File: src/rtl/instr_loader.sv
// Instruction RAM loader: streams a length-prefixed little-endian program into RAM port C.
// Optional trailing XOR checksum byte when INSTR_LOADER_CHECKSUM_EN is defined.
module instr_loader #(
    parameter int unsigned WIDTH_INSTR = 8,
    parameter int unsigned WIDTH_ADDR  = 8,
    parameter int unsigned HDR_BYTES   = 1
) (
    input  logic                   clk,
    input  logic                   rst,
    input  logic                   start,
    input  logic [7:0]             s_data,
    input  logic                   s_valid,
    output logic                   s_ready,
    output logic                   wec,
    output logic [WIDTH_ADDR-1:0]  addrc,
    output logic [WIDTH_INSTR-1:0] dinc,
    output logic                   core_hold,
    output logic                   busy,
    output logic                   done,
    output logic                   err,
    output logic [WIDTH_ADDR-1:0]  count
);

    localparam int unsigned Bpi  = WIDTH_INSTR / 8;
    localparam int unsigned HdrW = 8 * HDR_BYTES;

    typedef enum logic [2:0] {StIdle, StHdr, StData, StWrite, StFin, StCsum} state_e;

    state_e                 state_q, state_d;
    logic [7:0]             idx_q, idx_d;
    logic [HdrW-1:0]        hdr_q, hdr_d;
    logic [WIDTH_INSTR-1:0] word_q, word_d;
    logic [WIDTH_ADDR-1:0]  count_q, count_d;
    logic [WIDTH_ADDR-1:0]  addr_q, addr_d;
    logic [WIDTH_INSTR-1:0] dout_q, dout_d;
    logic                   xfer;

    // Bytes enter at the top and shift down, so byte 0 ends up in the low lane.
    logic [HdrW+7:0]        hdr_cat;
    logic [WIDTH_INSTR+7:0] word_cat;
    logic [HdrW-1:0]        hdr_shift;
    logic [WIDTH_INSTR-1:0] word_shift;

    assign hdr_cat    = {s_data, hdr_q};
    assign word_cat   = {s_data, word_q};
    assign hdr_shift  = hdr_cat[HdrW+7:8];
    assign word_shift = word_cat[WIDTH_INSTR+7:8];

`ifdef INSTR_LOADER_CHECKSUM_EN
    logic       err_q, err_d;
    logic [7:0] csum_q, csum_d;
    localparam state_e StAfterLast = StCsum;
    assign err = err_q;
`else
    localparam state_e StAfterLast = StFin;
    assign err = 1'b0;
`endif

    assign s_ready   = (state_q == StHdr) || (state_q == StData) || (state_q == StCsum);
    assign xfer      = s_valid && s_ready;
    assign wec       = (state_q == StWrite);
    assign busy      = (state_q == StHdr) || (state_q == StData) || (state_q == StWrite)
                    || (state_q == StCsum);
    assign core_hold = busy;
    assign done      = (state_q == StFin);
    assign addrc     = addr_q;
    assign dinc      = dout_q;
    assign count     = count_q;

    always_comb begin
        state_d = state_q;
        idx_d   = idx_q;
        hdr_d   = hdr_q;
        word_d  = word_q;
        count_d = count_q;
        addr_d  = addr_q;
        dout_d  = dout_q;
`ifdef INSTR_LOADER_CHECKSUM_EN
        err_d   = err_q;
        csum_d  = csum_q;
`endif
        case (state_q)
            StIdle: begin
                if (start) begin
                    state_d = StHdr;
                    idx_d   = '0;
                    count_d = '0;
`ifdef INSTR_LOADER_CHECKSUM_EN
                    err_d   = 1'b0;
                    csum_d  = '0;
`endif
                end
            end
            StHdr: begin
                if (xfer) begin
                    hdr_d = hdr_shift;
                    idx_d = idx_q + 8'd1;
`ifdef INSTR_LOADER_CHECKSUM_EN
                    csum_d = csum_q ^ s_data;
`endif
                    if (idx_q == 8'(HDR_BYTES - 1)) begin
                        idx_d   = '0;
                        state_d = (hdr_shift[WIDTH_ADDR-1:0] == '0) ? StAfterLast : StData;
                    end
                end
            end
            StData: begin
                if (xfer) begin
                    word_d = word_shift;
                    idx_d  = idx_q + 8'd1;
`ifdef INSTR_LOADER_CHECKSUM_EN
                    csum_d = csum_q ^ s_data;
`endif
                    if (idx_q == 8'(Bpi - 1)) begin
                        idx_d   = '0;
                        addr_d  = count_q;
                        dout_d  = word_shift;
                        state_d = StWrite;
                    end
                end
            end
            StWrite: begin
                count_d = count_q + 1'b1;
                state_d = (count_d == hdr_q[WIDTH_ADDR-1:0]) ? StAfterLast : StData;
            end
`ifdef INSTR_LOADER_CHECKSUM_EN
            StCsum: begin
                if (xfer) begin
                    err_d   = (s_data != csum_q);
                    state_d = StFin;
                end
            end
`endif
            StFin:   state_d = StIdle;
            default: state_d = StIdle;
        endcase
    end

    always_ff @(posedge clk) begin
        if (rst) begin
            state_q <= StIdle;
            idx_q   <= '0;
            hdr_q   <= '0;
            word_q  <= '0;
            count_q <= '0;
            addr_q  <= '0;
            dout_q  <= '0;
`ifdef INSTR_LOADER_CHECKSUM_EN
            err_q   <= 1'b0;
            csum_q  <= '0;
`endif
        end else begin
            state_q <= state_d;
            idx_q   <= idx_d;
            hdr_q   <= hdr_d;
            word_q  <= word_d;
            count_q <= count_d;
            addr_q  <= addr_d;
            dout_q  <= dout_d;
`ifdef INSTR_LOADER_CHECKSUM_EN
            err_q   <= err_d;
            csum_q  <= csum_d;
`endif
        end
    end

endmodule

File: config.mk
export PLATFORM = sky130hd
export DESIGN_NAME = instr_loader
export DESIGN_NICKNAME = d
export VERILOG_FILES = /design/src/rtl/instr_loader.sv
export SDC_FILE = /design/constraint.sdc
export NUM_CORES = 1
export LEC_CHECK = 0
export CAP_MARGIN = 20
export CORE_ASPECT_RATIO = 0.75
export CORE_MARGIN = 2
export CORE_UTILIZATION = 50
export DETAILED_ROUTE_END_ITERATION = 8
export PLACE_DENSITY = 0.77
export REMOVE_ABC_BUFFERS = 1
export SYNTH_ARGS = -nofsm -noshare
export SYNTH_HDL_FRONTEND = slang
export SYNTH_SLANG_ARGS = --single-unit
File: constraint.sdc
create_clock -name clk -period 5.2 [get_ports clk]
set_input_delay 1.04 -clock clk [delete_from_list [all_inputs] [get_ports clk]]
set_output_delay 1.04 -clock clk [all_outputs]
set_load 0.01 [all_outputs]
==> results by group <==
Run status
  – Status: completed

Finish
  – Final std cell area, no fill: ~0.0027 sq mm
  – Synth-to-Final Area Change: 21.8%
  – Utilization after layout: about two thirds
  – Nets: between 300 and 400
  – Number of antenna diodes: 0
  – Layout cells sized above 1: approximately 11%
  – Final cell count without fillers: between 300 and 400

Global route
  – Met3 Use GR: between 5 and 6%
  – Gr ovfl total: 0
  – Met2 Use GR: about a third
  – Layer with the highest usage: met2
  – Gr usage total: 20.6%
  – Largest net degree at the start of global routing: 23
  – Met1 GRT Util: about 28%
  – Initial antenna violation count: 0
  – First-pass GRT wire length: about 7.9 mm
  – Number of global-route vias before repair: 1709

Yosys
  – Synthesis-stage register bit count: 43
  – Asr flop ratio synth: 0%
  – Avg Cell Area, Syn: around 8.5 sq um
  – Syn Inst Count: 262
  – Synth Flop Type: dfxtp_1
  – Yosys warning total: 0
  – Synth cell types: approximately 50
  – Mapped Area: roughly 0.0022 sq mm
  – Sequential share of the synthesized area: between 30 and 40%
  – Number of synthesized flops with an enable pin: 0

Clocking
  – CTS Buffer Depth: 2
  – Clock sink total: 43
  – Htree depth: 2
  – CTS buffer count: 5
  – Cts hold-fix bufs: 0
  – Post-CTS setup buffer count: 0
  – CTS tree: yes
  – Worst skew pair latency: around 0.29 ns
  – Clk root buf: clkbuf_8
  – # resized after CTS: 0
  – Reg clk slew, reported paths: ~0.08 ns

Placement
  – Routability cong.: approximately 0.80
  – Cells after DPL: around 340
  – Post-detail-place hpwl: roughly 3.4 mm
  – Cell Area, Placed: between 0.002 and 0.003 sq mm
  – I/O Buffers: 40
  – Dpl ws: roughly 2.3 ns

STA
  – Setup TNS: 0 ns
  – Endpoints failing setup: 0
  – Setup WS post-layout: slightly above 2 ns
  – Min cycle time layout: 3.13 ns
  – Final Max Tran Viols: 0
  – Worst rel slew slack: between 40% and 50%
  – F_max: approximately 320 MHz
  – Unrepaired setup endpoints after global routing: false
  – Crit share post-route: about three fifths
  – Clock skew: between 0.007 and 0.008 ns
  – Final hold violation count: 0
  – Slew @ Worst Pin: between 0.8 and 0.9 ns

Hold path
  – Hold Crit Class: flip-flop to flip-flop

Drt
  – Via Count: a little under 2000
  – Drt pass-1 iters: 4
  – Antenna Nets Post-Route: 0
  – Wire per inst: between 10 and 15 um
  – Drt via density: about 5.6
  – WL final: 4.87 mm
  – Initial DRC count: approximately 130
  – DR DRC count: 0

Worst setup path
  – Crit end category: primary output
  – CP Data Required Time: around 4.2 ns
  – Crit path DAT: between 2 and 2.5 ns
  – Max Fanout on Critical Path: 17
  – Setup Crit Path Kind: flip-flop to primary output
  – Critical path launch point type: flip-flop

Die
  – Die ar.: roughly 0.005 sq mm
  – Die Y: between 60 and 70 um
  – Die width: about 81 um
  – Core area: 0.00415 sq mm
  – Initial core utilization: between 50% and 60%
  – Row Count: 20
  – IO Count: 42

Power
  – PD cells: 267 mW/mm^2
  – Leakage: about 0.89 nW
  – Peak supply drop: 0.202 mV

Flow run
  – Max Cap Viol: 0
[cell usage after synthesis, types with 2 or more instances]
library cell  count  share of area (%)
and3_1            4                1.1
ha_1              3                1.7
o21ai_0           7                1.6
nand2_2          10                2.8
nand2_1          33                5.6
buf_2             3               0.67
dfxtp_1          43                 39
mux2i_1          10                4.5
nor2_1           34                5.7
a21oi_2          10                3.9
inv_1             2               0.34
nor2b_1           2               0.56
a21oi_1          15                3.4
a311oi_1          3                1.2
nor3b_1           2               0.67
xnor2_1          14                5.5
buf_4             3                1.0
nor4b_1           4                1.6
nor3_1            2               0.45
clkbuf_1          9                1.5
nand2b_1          8                2.2
nand3_1           5                1.1
a21o_1            2               0.67
nor4_1            3               0.84
nand4_1           5                1.4
[metrics by stage]
| step | power, mW | hold WS (ns) |
|---|---|---|
| 2_1_floorplan | 0.432 | 0.474 |
| 3_3_place_gp | 0.480 | 0.443 |
| 3_5_place_dp | 0.482 | 0.451 |
| 4_1_cts | 0.731 | 0.462 |
| 5_1_grt | 0.756 | 0.477 |
| 6_report | 0.725 | 0.459 |
[power breakdown]
| group | switching, mW | internal, mW |
|---|---|---|
| clock network | 0.109 | 0.141 |
| logic | 0.0624 | 0.0569 |
| registers | 0.0163 | 0.339 |
| total | 0.188 | 0.537 |
[cells in the final DEF (no fill, tap or decap), types with 2 or more instances in the layout]
master           count
dfxtp_1             43
clkdlybuf4s50_1     40
nor2_1              34
nand2_1             33
a21oi_1             15
xnor2_1             14
mux2i_1             10
nand2_2             10
a21oi_2             10
nand2b_1             8
o21ai_0              7
nand3_1              5
nand4_1              5
clkbuf_8             5
and3_1               4
nor4b_1              4
a311oi_1             3
nor4_1               3
ha_1                 3
inv_1                2
nor3b_1              2
nor3_1               2
a21o_1               2
nor2b_1              2
buf_4                2
[area by class of cell]
type	instances	area, sq um
Fill cell	386	1440
Multi-Input combinational cell	199	1250
Sequential cell	43	861
Timing Repair Buffer	42	415
Clock buffer	6	72.6
Tap cell	55	68.8
Clock inverter	1	30.0
Inverter	3	11.3
[worst paths after layout]
kind | to | cells after the start | slack (ns) | startpoint
max | wec | 3 | 2.07 | state_q[2]
min | dinc[3] | 2 | 0.46 | dinc[3]
max reg2reg | idx_q[3] | 5 | 3.12 | state_q[0]
min reg2reg | dinc[3] | 2 | 0.46 | dinc[3]
[critical path, cell delays in order (launching register included)]
cell	delay [ns]
dfxtp_1	0.64
nand3b_1	0.34
clkinv_1	0.27
clkdlybuf4s50_1	0.54
[layer usage]
metal	part of all wire [%]	up-vias
li1	-	963
met1	49	907
met2	43	62
met3	6.3	7
met4	0.86	0
met5	0	-
[sequential cells by signal, summed over array words and instances (netlist names)]
signal / flops
idx_q: 8
addrc: 8
dinc: 8
state_q: 3
count: 8
hdr_q: 8
[logic make-up (layout without fill, tap and decap cells)]
kind of cell             Yosys count  count (layout)  share of synthesized area (%)
flip-flops                        43              43                           38.7
AND/OR/NAND/NOR                  121             121                           28.8
other                              1               1                          0.168
multiplexers                      10              10                           4.50
XOR/XNOR                          15              15                           5.90
adder cells (fa/ha/maj)            3               3                           1.69
buffers and inverters             20              52                           5.11
AO/OA/AOI/OAI                     49              49                           15.1
No activity file was read; power rests on OpenSTA's default activity.
